## config.mk

```make
export PLATFORM = sky130hd
export DESIGN_NAME = audio_dac
export DESIGN_NICKNAME = d
export VERILOG_FILES = /design/src/rtl/audio_pkg.sv /design/src/rtl/audio_dac_chan.sv /design/src/rtl/audio_dac.sv
export SDC_FILE = /design/constraint.sdc
export NUM_CORES = 1
export LEC_CHECK = 0
export ABC_AREA = 1
export BUFFER_PORTS_ARGS = -buffer_cell sky130_fd_sc_hd__buf_4
export CORE_MARGIN = 5
export CORE_UTILIZATION = 35
export CTS_BUF_LIST = sky130_fd_sc_hd__clkbuf_8
export CTS_CLUSTER_SIZE = 28
export DETAILED_ROUTE_END_ITERATION = 16
export PLACE_DENSITY = 0.49
export SLEW_MARGIN = 10
export SYNTH_ARGS = -nofsm -noshare
export SYNTH_HDL_FRONTEND = slang
export SYNTH_HIERARCHICAL = 1
export SYNTH_SLANG_ARGS = --single-unit
```

## constraint.sdc

```tcl
create_clock -name clk -period 2.3 [get_ports clk]
set_input_delay 0.23 -clock clk [delete_from_list [all_inputs] [get_ports clk]]
set_output_delay 0.23 -clock clk [all_outputs]
set_load 0.01 [all_outputs]
```

## src/rtl/audio_pkg.sv

```systemverilog
// Shared constants and helpers for the audio DAC: modulation mode encodings
// and the sample-to-level conversion used when a sample is accepted.
package audio_pkg;

    localparam logic MODE_PWM = 1'b0;
    localparam logic MODE_SD  = 1'b1;

    // Two's-complement sample -> unsigned modulator level.
    // Inverting the sign bit gives offset binary (most negative -> 0,
    // most positive -> all ones). The top 'width' bits of that become the
    // level. Samples are passed zero-extended in a 64-bit container, so
    // in_width is limited to 64.
    function automatic logic [31:0] level_of(
        input logic [63:0] sample,
        input int          in_width,
        input int          width
    );
        logic [63:0] offset_bin;
        logic [63:0] mask;
        offset_bin = sample ^ (64'd1 << (in_width - 1));
        offset_bin = offset_bin >> (in_width - width);
        mask       = (64'd1 << width) - 64'd1;
        return 32'(offset_bin & mask);
    endfunction

endpackage

```

## src/rtl/audio_dac_chan.sv

```systemverilog
// One DAC output channel: holds the active level and produces either a PWM
// or a first-order sigma-delta bitstream from it, registered onto dac_o.
module audio_dac_chan
    import audio_pkg::*;
#(
    parameter int WIDTH = 9
) (
    input  logic             clk,
    input  logic             rst_n,
    input  logic             ce_i,
    input  logic             mode_i,
    input  logic             load_i,
    input  logic [WIDTH-1:0] level_i,
    input  logic             acc_clr_i,
    input  logic [WIDTH-1:0] cnt_i,
    output logic             dac_o
);

    logic [WIDTH-1:0] level_q;
    logic [WIDTH-1:0] level_d;
    logic [WIDTH-1:0] acc_q;
    logic [WIDTH-1:0] acc_d;
    logic             dac_q;
    logic             dac_d;
    logic [WIDTH:0]   sum;

    // The carry out of this sum is the sigma-delta output bit.
    assign sum = {1'b0, acc_q} + {1'b0, level_q};

    // Next-state for level, accumulator and output bit.
    always_comb begin
        level_d = level_q;
        acc_d   = acc_q;
        dac_d   = dac_q;
        if (load_i) begin
            level_d = level_i;
        end
        if (ce_i) begin
            if (mode_i == MODE_SD) begin
                acc_d = sum[WIDTH-1:0];
                dac_d = sum[WIDTH];
            end else begin
                dac_d = (cnt_i < level_q);
            end
        end
        // A mode switch restarts the modulator from a clean accumulator.
        if (acc_clr_i) begin
            acc_d = '0;
        end
    end

    // Channel state registers with asynchronous reset.
    always_ff @(posedge clk or negedge rst_n) begin
        if (!rst_n) begin
            level_q <= '0;
            acc_q   <= '0;
            dac_q   <= 1'b0;
        end else begin
            level_q <= level_d;
            acc_q   <= acc_d;
            dac_q   <= dac_d;
        end
    end

    assign dac_o = dac_q;

endmodule

```

## src/rtl/audio_dac.sv

```systemverilog
// Multi-channel 1-bit audio DAC. Owns the shared period counter, the
// single-slot sample handshake and the per-period mode latch; each channel's
// modulator lives in audio_dac_chan.
module audio_dac
    import audio_pkg::*;
#(
    parameter int CHANNELS = 2,
    parameter int WIDTH    = 9,
    parameter int IN_WIDTH = 16
) (
    input  logic                         clk,
    input  logic                         rst_n,
    input  logic                         ce,
    input  logic                         mode,
    input  logic [CHANNELS*IN_WIDTH-1:0] sample_in,
    input  logic                         sample_valid,
    output logic                         sample_ready,
    output logic [CHANNELS-1:0]          dac_out,
    output logic                         underrun
);

    logic [WIDTH-1:0]          cnt_q;
    logic [WIDTH-1:0]          cnt_d;
    logic                      pend_full_q;
    logic                      pend_full_d;
    logic [CHANNELS*WIDTH-1:0] pend_q;
    logic [CHANNELS*WIDTH-1:0] pend_d;
    logic [CHANNELS*WIDTH-1:0] level_in;
    logic                      mode_q;
    logic                      mode_d;
    logic                      underrun_q;
    logic                      underrun_d;
    logic                      wrap;
    logic                      accept;
    logic                      commit;
    logic                      acc_clr;

    // Last tick of a period: the only point where levels and mode change.
    assign wrap   = ce && (cnt_q == {WIDTH{1'b1}});
    assign accept = sample_valid && !pend_full_q;
    assign commit = wrap && pend_full_q;
    assign acc_clr = wrap && (mode != mode_q);

    assign sample_ready = !pend_full_q;
    assign underrun     = underrun_q;

    genvar gi;
    generate
        for (gi = 0; gi < CHANNELS; gi++) begin : g_chan
            assign level_in[gi*WIDTH +: WIDTH] = WIDTH'(level_of(
                64'(sample_in[gi*IN_WIDTH +: IN_WIDTH]), IN_WIDTH, WIDTH));

            audio_dac_chan #(
                .WIDTH (WIDTH)
            ) u_chan (
                .clk       (clk),
                .rst_n     (rst_n),
                .ce_i      (ce),
                .mode_i    (mode_q),
                .load_i    (commit),
                .level_i   (pend_q[gi*WIDTH +: WIDTH]),
                .acc_clr_i (acc_clr),
                .cnt_i     (cnt_q),
                .dac_o     (dac_out[gi])
            );
        end
    endgenerate

    // Next-state for counter, pending slot, mode latch and underrun flag.
    // accept and commit are mutually exclusive: accept needs an empty slot,
    // commit needs a full one.
    always_comb begin
        cnt_d       = cnt_q;
        pend_full_d = pend_full_q;
        pend_d      = pend_q;
        mode_d      = mode_q;
        underrun_d  = 1'b0;
        if (ce) begin
            cnt_d = cnt_q + 1'b1;
        end
        if (wrap) begin
            mode_d     = mode;
            underrun_d = !pend_full_q;
        end
        if (commit) begin
            pend_full_d = 1'b0;
        end
        if (accept) begin
            pend_d      = level_in;
            pend_full_d = 1'b1;
        end
    end

    // Shared control registers with asynchronous reset.
    always_ff @(posedge clk or negedge rst_n) begin
        if (!rst_n) begin
            cnt_q       <= '0;
            pend_full_q <= 1'b0;
            pend_q      <= '0;
            mode_q      <= MODE_PWM;
            underrun_q  <= 1'b0;
        end else begin
            cnt_q       <= cnt_d;
            pend_full_q <= pend_full_d;
            pend_q      <= pend_d;
            mode_q      <= mode_d;
            underrun_q  <= underrun_d;
        end
    end

endmodule

```

; ---- After elaboration in Yosys (flattened, before gate mapping)
; Cells that the tools add are included.
[totals]
register_bits = 68
elab_cells = 40
[op_classes]
addsub = 3
order_cmp = 2
n_eq_ne = 2
muxes = 11
bitwise = 2
n_reduce_logical = 9
[op_table]
columns = op, n
row1 = $mux W9, 6
row2 = $add A9 B9 Y10, 2
row3 = $lt A9 B9 Y1, 2
row4 = $add A9 B1 Y9 const B, 1
row5 = $eq A9 B9 Y1 const B, 1
row6 = $reduce_bool A2 Y1, 3
row7 = $mux W1, 5
row8 = $logic_and A1 B1 Y1, 4
row9 = $not A1 Y1, 2
row10 = $reduce_and A2 Y1, 1
row11 = $logic_not A1 Y1, 1
row12 = $ne A1 B1 Y1, 1

; ---- Logic depth before layout (Yosys ltp)
; Gate-level depths: netlist of run 1.
[depth]
ltp_word = 5
depth_mapped = 12

; ---- Modules after synthesis
; The synthesis of run 1 kept the hierarchy.
[modules_own_cells]
columns = mod, n_inst, cells_each, area_each_um2
row1 = audio_dac_chan, 2, 177, 1377.6
row2 = audio_dac, 1, 140, 1287.5

; ---- Least setup slack after synthesis of run 1
; Ideal clock, no wire load.
[synth_path]
path_kind = flip-flop to flip-flop
start = register cnt_q[0]
end = register g_chan[0].u_chan.acc_q[1]
setup_ps = 121
t_arrival_ps = 1956
required_ps = 2179
path_slack_ps = 223
stages_incl_launch_ff = 11
synth_period_minus_slack_ps = 2077
cell_sequence = dfrtp_1 ha_1 inv_1 nor2_2 nand2_1 nor3_2 ha_1 nand2_4 nor2_1 nor2_2 a22o_1
[synth_via]
elab_chain_len = 5
word_cells_on_any_way = 7
classes_between = eq/ne: 1 / mux: 1 / reduce/logical: 5
[synth_lines]
columns = item, line
row1 = from (decl), audio_dac.sv:22  ; logic [WIDTH-1:0] cnt_q;
row2 = from (signal assigned), audio_dac.sv:103  ; cnt_q <= cnt_d;
row3 = $eq A9 B9 Y1 (*), audio_dac.sv:39  ; assign wrap = ce && (cnt_q == {WIDTH{1'b1}});
row4 = $logic_and A1 B1 Y1 (*), audio_dac.sv:39
row5 = $logic_and A1 B1 Y1 (*), audio_dac.sv:42  ; assign acc_clr = wrap && (mode != mode_q);
row6 = net acc_clr, audio_dac.sv:36  ; logic acc_clr;
row7 = $reduce_bool A2 Y1 (no source line), --
row8 = $reduce_and A2 Y1 (no source line), --
row9 = to (signal assigned), audio_dac_chan.sv:56  ; acc_q <= '0;
row10 = to (signal assigned), audio_dac_chan.sv:60  ; acc_q <= acc_d;
row11 = to (decl), audio_dac_chan.sv:21  ; logic [WIDTH-1:0] acc_q;
; Mark *: on every way through the listed nets, which the timed path passes. The rest lies on a longest branch.
; A chain may end at the register's enable or synchronous reset.

; ---- Worst setup path after layout of run 1
[layout_path]
start = register cnt_q[0]
end = register g_chan[1].u_chan.acc_q[2]
[layout_via]
elab_chain_len = 5
word_cells_on_any_way = 7
classes_between = eq/ne: 1 / mux: 1 / reduce/logical: 5
[layout_lines]
columns = item, line
row1 = $eq A9 B9 Y1 (*), audio_dac.sv:39
row2 = $logic_and A1 B1 Y1 (*), audio_dac.sv:39
row3 = $logic_and A1 B1 Y1 (*), audio_dac.sv:42
row4 = net acc_clr, audio_dac.sv:36
row5 = $reduce_bool A2 Y1 (no source line), --
row6 = $reduce_and A2 Y1 (no source line), --
row7 = to (signal assigned), audio_dac_chan.sv:56
row8 = to (signal assigned), audio_dac_chan.sv:60
row9 = to (decl), audio_dac_chan.sv:21
; Marked as above.

==> metrics.txt, run 1 <==
# TYPE chip_impl_metric gauge
chip_impl_metric{name="die-area",unit="um^2"} 13800
chip_impl_metric{name="detail_route.wirelength",unit="mm"} 8.54
chip_impl_metric{name="remaining_global_route_overflow",unit=""} 0
chip_impl_metric{name="n_fill_cell",unit=""} 1168
chip_impl_metric{name="p_int",unit="mW"} 2.08
chip_impl_info{name="tritoncts",value="yes"} 1
chip_impl_metric{name="syn_to_final_growth",unit="%"} 14.6
chip_impl_metric{name="drt_iter0_drc",unit=""} 117
chip_impl_metric{name="pwr-share-seq",unit=""} 0.497
chip_impl_info{name="synth_most_common_cell",value="nand2_1"} 1
chip_impl_metric{name="detail_route.first_pass.iterations",unit=""} 4
chip_impl_info{name="timing_worst_setup_path_type",value="flop to flop"} 1
chip_impl_info{name="min_path_type",value="input port to asynchronous set/reset pin"} 1
chip_impl_metric{name="number_of_buffers_inserted_during_clock_tree_synthesis",unit=""} 9
chip_impl_metric{name="postCtsSetupBuffers",unit=""} 0
chip_impl_metric{name="timing.max_cap.violations",unit=""} 0
chip_impl_metric{name="cts.hold.buffers_added",unit=""} 0
chip_impl_metric{name="min_period_over_period",unit=""} 0.914
chip_impl_metric{name="num_vias",unit=""} 3087
chip_impl_info{name="critical_path.endpoint_type",value="flop"} 1
chip_impl_metric{name="slew_headroom",unit=""} 0.405
chip_impl_metric{name="vias_in_the_first_global_route",unit=""} 3031
chip_impl_metric{name="setup_total_negative_slack",unit="ns"} 0
chip_impl_metric{name="worst_ep_arrival_time",unit="ns"} 2.36
chip_impl_metric{name="worst_r2r_path_depth",unit=""} 12
chip_impl_metric{name="clock.fmax",unit="MHz"} 476
chip_impl_metric{name="power_switching_share",unit=""} 0.301
chip_impl_metric{name="timing.final.hold_violations",unit=""} 0
chip_impl_info{name="synth.largest_area_cell",value="dfrtp_1"} 1
chip_impl_info{name="synth-main-ff-cell",value="dfrtp_1"} 1
chip_impl_metric{name="worst_ir_drop_vdd",unit="V"} 0.000327
chip_impl_metric{name="post-synth-top-area-fraction",unit=""} 0.421
chip_impl_metric{name="postCtsResizedCells",unit=""} 0
chip_impl_metric{name="post_drt_wl_per_cell",unit="um"} 12.6
chip_impl_metric{name="clockPowerShare",unit=""} 0.325
chip_impl_metric{name="warnings_synthesis",unit=""} 6
chip_impl_metric{name="io_buffer_count",unit=""} 26
chip_impl_metric{name="clock_h_tree_levels",unit=""} 3
chip_impl_metric{name="synthesis.area_per_instance",unit="um^2"} 8.18
chip_impl_info{name="ctsRootBufferMaster",value="clkbuf_8"} 1
chip_impl_metric{name="globalplace.congestion",unit=""} 0.794
chip_impl_metric{name="register_bit_total_from_synthesis",unit=""} 68
chip_impl_metric{name="die_x",unit="um"} 117
chip_impl_metric{name="synth_enable_flop_cells",unit=""} 0
chip_impl_metric{name="gr_usage_total",unit=""} 0.127
chip_impl_metric{name="final_report_setup_violation_count",unit=""} 0
chip_impl_metric{name="critPathRequiredTime",unit="ns"} 2.56
chip_impl_metric{name="floorplan.io_pins",unit=""} 41
chip_impl_metric{name="initial_core_util",unit=""} 0.356
chip_impl_metric{name="hold_slack",unit="ns"} 0.00418
chip_impl_metric{name="seq_area_frac_synth",unit=""} 0.421
chip_impl_metric{name="first_pass_grt_wire_length",unit="mm"} 14.4
chip_impl_metric{name="grt_max_degree",unit=""} 69
chip_impl_metric{name="slew_violations",unit=""} 0
chip_impl_info{name="status",value="finished clean"} 1
chip_impl_metric{name="finalWorstPathRequiredPeriod",unit="ns"} 2.10
chip_impl_info{name="regToRegEndpoint",value="g_chan[1].u_chan/acc_q[2]"} 1
chip_impl_metric{name="leakagePower",unit="nW"} 2.62
chip_impl_metric{name="placement_rows",unit=""} 39
chip_impl_metric{name="vias_per_cell",unit=""} 4.54
chip_impl_metric{name="finClkSkew",unit="ns"} 0.0117
chip_impl_metric{name="netlist_area",unit="um^2"} 4040
chip_impl_metric{name="timing.critical_path.fanout_max",unit=""} 7
chip_impl_metric{name="drive_gt1_frac",unit=""} 0.181
chip_impl_metric{name="grt_antenna_before_repair",unit=""} 0
chip_impl_info{name="worst_r2r_startpoint",value="cnt_q[0]"} 1
chip_impl_info{name="synthTopCellsByArea",value="dfrtp_1, nand2_1, ha_1"} 1
chip_impl_metric{name="diodes",unit=""} 0
chip_impl_info{name="netlist_top_cells_count",value="nand2_1, dfrtp_1, inv_1"} 1
chip_impl_metric{name="power_per_cell_area",unit="nW/um^2"} 643
chip_impl_metric{name="worst_skew_pair.late_latency",unit="ns"} 0.35
chip_impl_metric{name="clkSinkCount",unit=""} 68
chip_impl_info{name="critPathLaunchType",value="flop"} 1
chip_impl_metric{name="p_comb_frac",unit=""} 0.178
chip_impl_info{name="grt_setup_unrepaired",value="false"} 1
chip_impl_metric{name="ant_nets_after_route",unit=""} 0
chip_impl_metric{name="p_sw",unit="mW"} 0.896
chip_impl_metric{name="postSynthCellCount",unit=""} 494
chip_impl_metric{name="clk_pin_slew",unit="ns"} 0.09
chip_impl_metric{name="dp_hpwl",unit="mm"} 6.31
chip_impl_metric{name="worst_margin_pin_slew",unit="ns"} 0.893
chip_impl_metric{name="synth_nets",unit=""} 569
chip_impl_metric{name="cts_max_path_buffers",unit=""} 2
chip_impl_metric{name="core_area",unit="um^2"} 11400
chip_impl_metric{name="synth_cell_type_count",unit=""} 32
chip_impl_metric{name="synth_async_sr_flop_share",unit=""} 1.00
chip_impl_metric{name="final_nets",unit=""} 607
chip_impl_metric{name="timing.reg2reg.setup_slack",unit="ns"} 0.20
chip_impl_metric{name="die_height",unit="um"} 117
chip_impl_metric{name="detail_route.drc_violations",unit=""} 0
## cell type report
class	count	area, um^2	area share
clock inverter	7	60.1	0.0130
tap	143	179	0.0386
clock buffer	9	124	0.0267
multi-input combinational	356	2070	0.447
inverter	62	233	0.0502
timing repair buffer	35	263	0.0567
sequential	68	1700	0.368
## how the worst max path moves through the flow
stage                   from                           to  slack [ns]  cells after the start
floorplan           cnt_q[0]    g_chan[0].u_chan/acc_q[1]        0.22                     10
detailed placement  cnt_q[0]  g_chan[0].u_chan/level_q[8]        0.13                     10
global placement    cnt_q[0]  g_chan[1].u_chan/level_q[0]        0.13                      9
global route        cnt_q[0]    g_chan[1].u_chan/acc_q[2]       0.005                     12
finish              cnt_q[0]    g_chan[1].u_chan/acc_q[2]        0.20                     12
CTS                 cnt_q[0]  g_chan[1].u_chan/level_q[0]        0.10                      9
## metrics by stage
| stage | cells | util | total power [mW] | area [um^2] | setup slack (ns) |
|---|---|---|---|---|---|
| 6_report | 680 | 0.407 | 2.98 | 4630 | 0.197 |
| 5_1_grt | 680 | 0.407 | 3.18 | 4630 | 0.00533 |
| 4_1_cts | 680 | 0.406 | 3.02 | 4620 | 0.102 |
| 3_5_place_dp | 664 | 0.390 | 2.04 | 4430 | 0.126 |
| 3_3_place_gp | 664 | 0.390 | 2.02 | 4430 | 0.135 |
| 2_1_floorplan | 494 | - | 1.82 | 4040 | 0.223 |
## kinds of logic after synthesis
family | after synthesis | share of synthesized area
flip-flops | 68 | 0.421
AND/OR/NAND/NOR | 251 | 0.275
AO/OA/AOI/OAI | 52 | 0.0764
XOR/XNOR | 12 | 0.0260
adder cells (fa/ha/maj) | 38 | 0.121
buffers and inverters | 70 | 0.0706
multiplexers | 3 | 0.00928
## registers in the layout, summed over array words and instances, names as in the netlist
name / cells
pend_q: 18
pend_full_q: 1
mode_q: 1
cnt_q: 9
underrun: 1
g_chan.u_chan/dac_o: 2
g_chan.u_chan/acc_q: 18
g_chan.u_chan/level_q: 18
## cell usage in the layout (no fill, tap or decap), types with 11 or more instances in the layout
| cell | instances |
|---|---|
| nand2_1 | 175 |
| dfrtp_1 | 67 |
| inv_1 | 57 |
| ha_1 | 36 |
| buf_4 | 35 |
| nand3_1 | 23 |
| o21ai_0 | 20 |
| nor2_1 | 15 |
| a21oi_1 | 13 |
| nand2_2 | 11 |
## power by group through the flow
stage / clock [mW] / sequential (mW) / combinational (mW)
after floorplan: 0 / 1.50 / 0.313
after global placement: 0 / 1.50 / 0.521
after detailed placement: 0 / 1.50 / 0.538
after CTS: 0.999 / 1.48 / 0.542
after global routing: 1.05 / 1.50 / 0.623
final: 0.967 / 1.48 / 0.531
## critical path, stage by stage, from the launching register on
cell,delay [ns]
dfrtp_2,0.44
ha_1,0.24
inv_1,0.07
nor2_2,0.04
nand2_1,0.10
nor3_2,0.05
ha_1,0.20
nand2_4,0.12
nor2_2,0.06
buf_4,0.16
nor2_4,0.22
inv_1,0.11
o21ai_0,0.18
## routing by layer
metal / GRT usage / share of wire / vias to the layer above
met1: 0.186 / 0.53 / 1388
met3: 0.0284 / 0.035 / 7
met2: 0.187 / 0.42 / 45
met4: 0.0387 / 0.011 / 0
met5: 0 / 0 / -
li1: - / - / 1647
(Power assumes the default switching activity.)
==> run 2: changes to the inputs <==
- ABC_AREA: 1 -> 0
==> run 2 against run 1 <==
The flow now finishes with violations (hold timing). Worst setup slack gained 0.066 ns. Global-route usage grew 1.5 points. Count of clock-buffer cells in the layout grew 1. Register-to-register slack gained 0.07 ns. Cell count shrank 15%. Clock skew grew 0.00065 ns. Worst hold slack lost 0.030 ns. Power shrank 3.9%. Die area shrank 6.0%. Largest power group unchanged. Highest routed layer unchanged.
==> metrics.txt, run 2 <==
# TYPE chip_impl_metric gauge
chip_impl_info{name="status",value="finished with violations"} 1
chip_impl_info{name="violations",value="hold timing"} 1
chip_impl_metric{name="placement_rows",unit=""} 38
chip_impl_metric{name="post-place-ws",unit="ns"} 0.282
chip_impl_metric{name="postCtsSetupBuffers",unit=""} 0
chip_impl_metric{name="gr_usage_total",unit=""} 0.143
chip_impl_metric{name="timing.max_cap.violations",unit=""} 0
chip_impl_metric{name="final_nets",unit=""} 510
chip_impl_metric{name="synth_nets",unit=""} 479
chip_impl_metric{name="diodes",unit=""} 0
chip_impl_metric{name="number_of_buffers_inserted_during_clock_tree_synthesis",unit=""} 9
chip_impl_metric{name="synth_async_sr_flop_share",unit=""} 1.00
chip_impl_metric{name="detail_route.drc_violations",unit=""} 0
chip_impl_metric{name="io_buffer_count",unit=""} 26
chip_impl_metric{name="globalplace.congestion",unit=""} 0.775
chip_impl_metric{name="clock_h_tree_levels",unit=""} 3
chip_impl_metric{name="critPathRequiredTime",unit="ns"} 2.58
chip_impl_metric{name="netlist_area",unit="um^2"} 3780
chip_impl_info{name="min_path_type",value="input port to asynchronous set/reset pin"} 1
chip_impl_metric{name="worst_margin_pin_slew",unit="ns"} 0.894
chip_impl_metric{name="power_per_cell_area",unit="nW/um^2"} 659
chip_impl_metric{name="leakagePower",unit="nW"} 2.14
chip_impl_info{name="synthTopCellsByArea",value="dfrtp_1, ha_1, nand2_1"} 1
chip_impl_metric{name="vias_in_the_first_global_route",unit=""} 2939
chip_impl_metric{name="die-area",unit="um^2"} 13000
chip_impl_metric{name="timing.critical_path.fanout_max",unit=""} 12
chip_impl_info{name="netlist_top_cells_count",value="nand2_1, dfrtp_1, ha_1"} 1
chip_impl_metric{name="drt_iter0_drc",unit=""} 112
chip_impl_metric{name="final_report_setup_violation_count",unit=""} 0
chip_impl_metric{name="floorplan.io_pins",unit=""} 41
chip_impl_metric{name="remaining_global_route_overflow",unit=""} 0
chip_impl_metric{name="final_critical_path_setup_slack",unit="ns"} 0.263
chip_impl_metric{name="first_pass_grt_wire_length",unit="mm"} 14.6
chip_impl_metric{name="min_period_over_period",unit=""} 0.886
chip_impl_metric{name="post-synth-top-area-fraction",unit=""} 0.450
chip_impl_metric{name="synthesis.area_per_instance",unit="um^2"} 9.35
chip_impl_info{name="synth.largest_area_cell",value="dfrtp_1"} 1
chip_impl_metric{name="clkSinkCount",unit=""} 68
chip_impl_metric{name="die_height",unit="um"} 114
chip_impl_metric{name="warnings_synthesis",unit=""} 6
chip_impl_metric{name="timing.reg2reg.setup_slack",unit="ns"} 0.26
chip_impl_metric{name="register_bit_total_from_synthesis",unit=""} 68
chip_impl_metric{name="slew_headroom",unit=""} 0.404
chip_impl_info{name="top_regs",value="g_chan.u_chan/acc_q (18), g_chan.u_chan/level_q (18), pend_q (18)"} 1
chip_impl_metric{name="seq_area_frac_synth",unit=""} 0.450
chip_impl_metric{name="hold_slack",unit="ns"} -0.0260
chip_impl_metric{name="syn_to_final_growth",unit="%"} 14.9
chip_impl_metric{name="setup_total_negative_slack",unit="ns"} 0
chip_impl_metric{name="num_vias",unit=""} 2916
chip_impl_metric{name="finClkSkew",unit="ns"} 0.0123
chip_impl_metric{name="core_area",unit="um^2"} 10700
chip_impl_metric{name="worst_skew_pair.late_latency",unit="ns"} 0.35
chip_impl_metric{name="postCtsResizedCells",unit=""} 0
chip_impl_metric{name="cts_max_path_buffers",unit=""} 2
chip_impl_info{name="critical_path.endpoint_type",value="flop"} 1
chip_impl_metric{name="detail_route.first_pass.iterations",unit=""} 4
chip_impl_metric{name="initial_core_util",unit=""} 0.353
chip_impl_metric{name="worst_ir_drop_vdd",unit="V"} 0.000346
chip_impl_metric{name="timing.final.hold_violations",unit=""} 6
chip_impl_metric{name="slew_violations",unit=""} 0
chip_impl_metric{name="vias_per_cell",unit=""} 5.03
chip_impl_metric{name="grt_antenna_before_repair",unit=""} 0
chip_impl_metric{name="numPlacedInstances",unit=""} 564
chip_impl_metric{name="post_drt_wl_per_cell",unit="um"} 14.6
chip_impl_metric{name="worst_ep_arrival_time",unit="ns"} 2.32
chip_impl_metric{name="postSynthCellCount",unit=""} 404
chip_impl_metric{name="cts.hold.buffers_added",unit=""} 0
chip_impl_info{name="layout.cells.most_common",value="nand2_1"} 1
chip_impl_metric{name="die_x",unit="um"} 114
chip_impl_metric{name="clk_pin_slew",unit="ns"} 0.08
chip_impl_metric{name="post_layout_nonfiller_instances",unit=""} 580
chip_impl_info{name="tritoncts",value="yes"} 1
chip_impl_info{name="timing_worst_setup_path_type",value="flop to flop"} 1
chip_impl_metric{name="detail_route.wirelength",unit="mm"} 8.44
chip_impl_metric{name="post-route-util",unit=""} 0.406
chip_impl_metric{name="clock.fmax",unit="MHz"} 491
chip_impl_info{name="mostFrequentLayoutCells",value="nand2_1, dfrtp_1, ha_1"} 1
chip_impl_info{name="grt_setup_unrepaired",value="false"} 1
chip_impl_info{name="synth_most_common_cell",value="nand2_1"} 1
chip_impl_metric{name="synth_enable_flop_cells",unit=""} 0
chip_impl_metric{name="finalWorstPathRequiredPeriod",unit="ns"} 2.04
chip_impl_metric{name="grt_max_degree",unit=""} 69
chip_impl_metric{name="dp_hpwl",unit="mm"} 6.03
chip_impl_info{name="critPathLaunchType",value="flop"} 1
chip_impl_metric{name="synth_cell_type_count",unit=""} 36
chip_impl_metric{name="ant_nets_after_route",unit=""} 0
chip_impl_info{name="synth-main-ff-cell",value="dfrtp_1"} 1
chip_impl_info{name="ctsRootBufferMaster",value="clkbuf_8"} 1
chip_impl_metric{name="drive_gt1_frac",unit=""} 0.145
run 2: final cells by class:
cell class | instances | area (um^2)
fillers | 1071 | 6360
multi-input cells | 302 | 1910
clock buffers | 10 | 138
clock inverters | 6 | 80.1
flip-flops and latches | 68 | 1700
repair buffers | 35 | 263
inverters | 19 | 71.3
well taps | 140 | 175
run 2: power breakdown:
part / switching, mW / total (mW) / internal [mW]
Sequential: 0.101 / 1.39 / 1.29
Combinational: 0.189 / 0.376 / 0.186
Clock: 0.459 / 1.09 / 0.631
run 2: cell families after synthesis:
logic type               synth area share
AO/OA/AOI/OAI                       0.132
XOR/XNOR                           0.0278
adder cells (fa/ha/maj)             0.130
buffers and inverters              0.0444
flip-flops                          0.450
multiplexers                       0.0149
AND/OR/NAND/NOR                     0.200
run 2: per-stage QoR:
step                instance area (um^2)  power (mW)
floorplan                           3780        1.62
global placement                    4120        1.79
detailed placement                  4120        1.81
CTS                                 4340        2.92
global route                        4340        3.05
finish                              4340        2.86
run 2: final timing paths:
check                              start  depth (start not counted)                     endpoint
max                             cnt_q[0]                          9    g_chan[0].u_chan/acc_q[6]
min                                rst_n                          1    g_chan[1].u_chan/acc_q[5]
max reg2reg                     cnt_q[0]                          9    g_chan[0].u_chan/acc_q[6]
min reg2reg                   pend_q[13]                          2                   pend_q[13]
max in group asynchronous          rst_n                          1  g_chan[0].u_chan/level_q[5]
min in group clk           sample_in[10]                          3                    pend_q[3]
run 2: critical path, stage by stage, from the launching register on:
cell,delay (ns)
dfrtp_1,0.38
ha_1,0.24
nand3_1,0.09
nor2_1,0.05
ha_1,0.17
nand2_1,0.14
nor2_1,0.09
buf_4,0.18
or4_1,0.53
nand3_1,0.10
run 2: layer usage:
layer / wire length, um / global-route usage / up-vias
li1: - / - / 1482
met1: 4290 / 0.204 / 1385
met2: 3780 / 0.214 / 40
met3: 298 / 0.0297 / 9
met4: 71 / 0.0499 / 0
met5: 0 / 0 / -
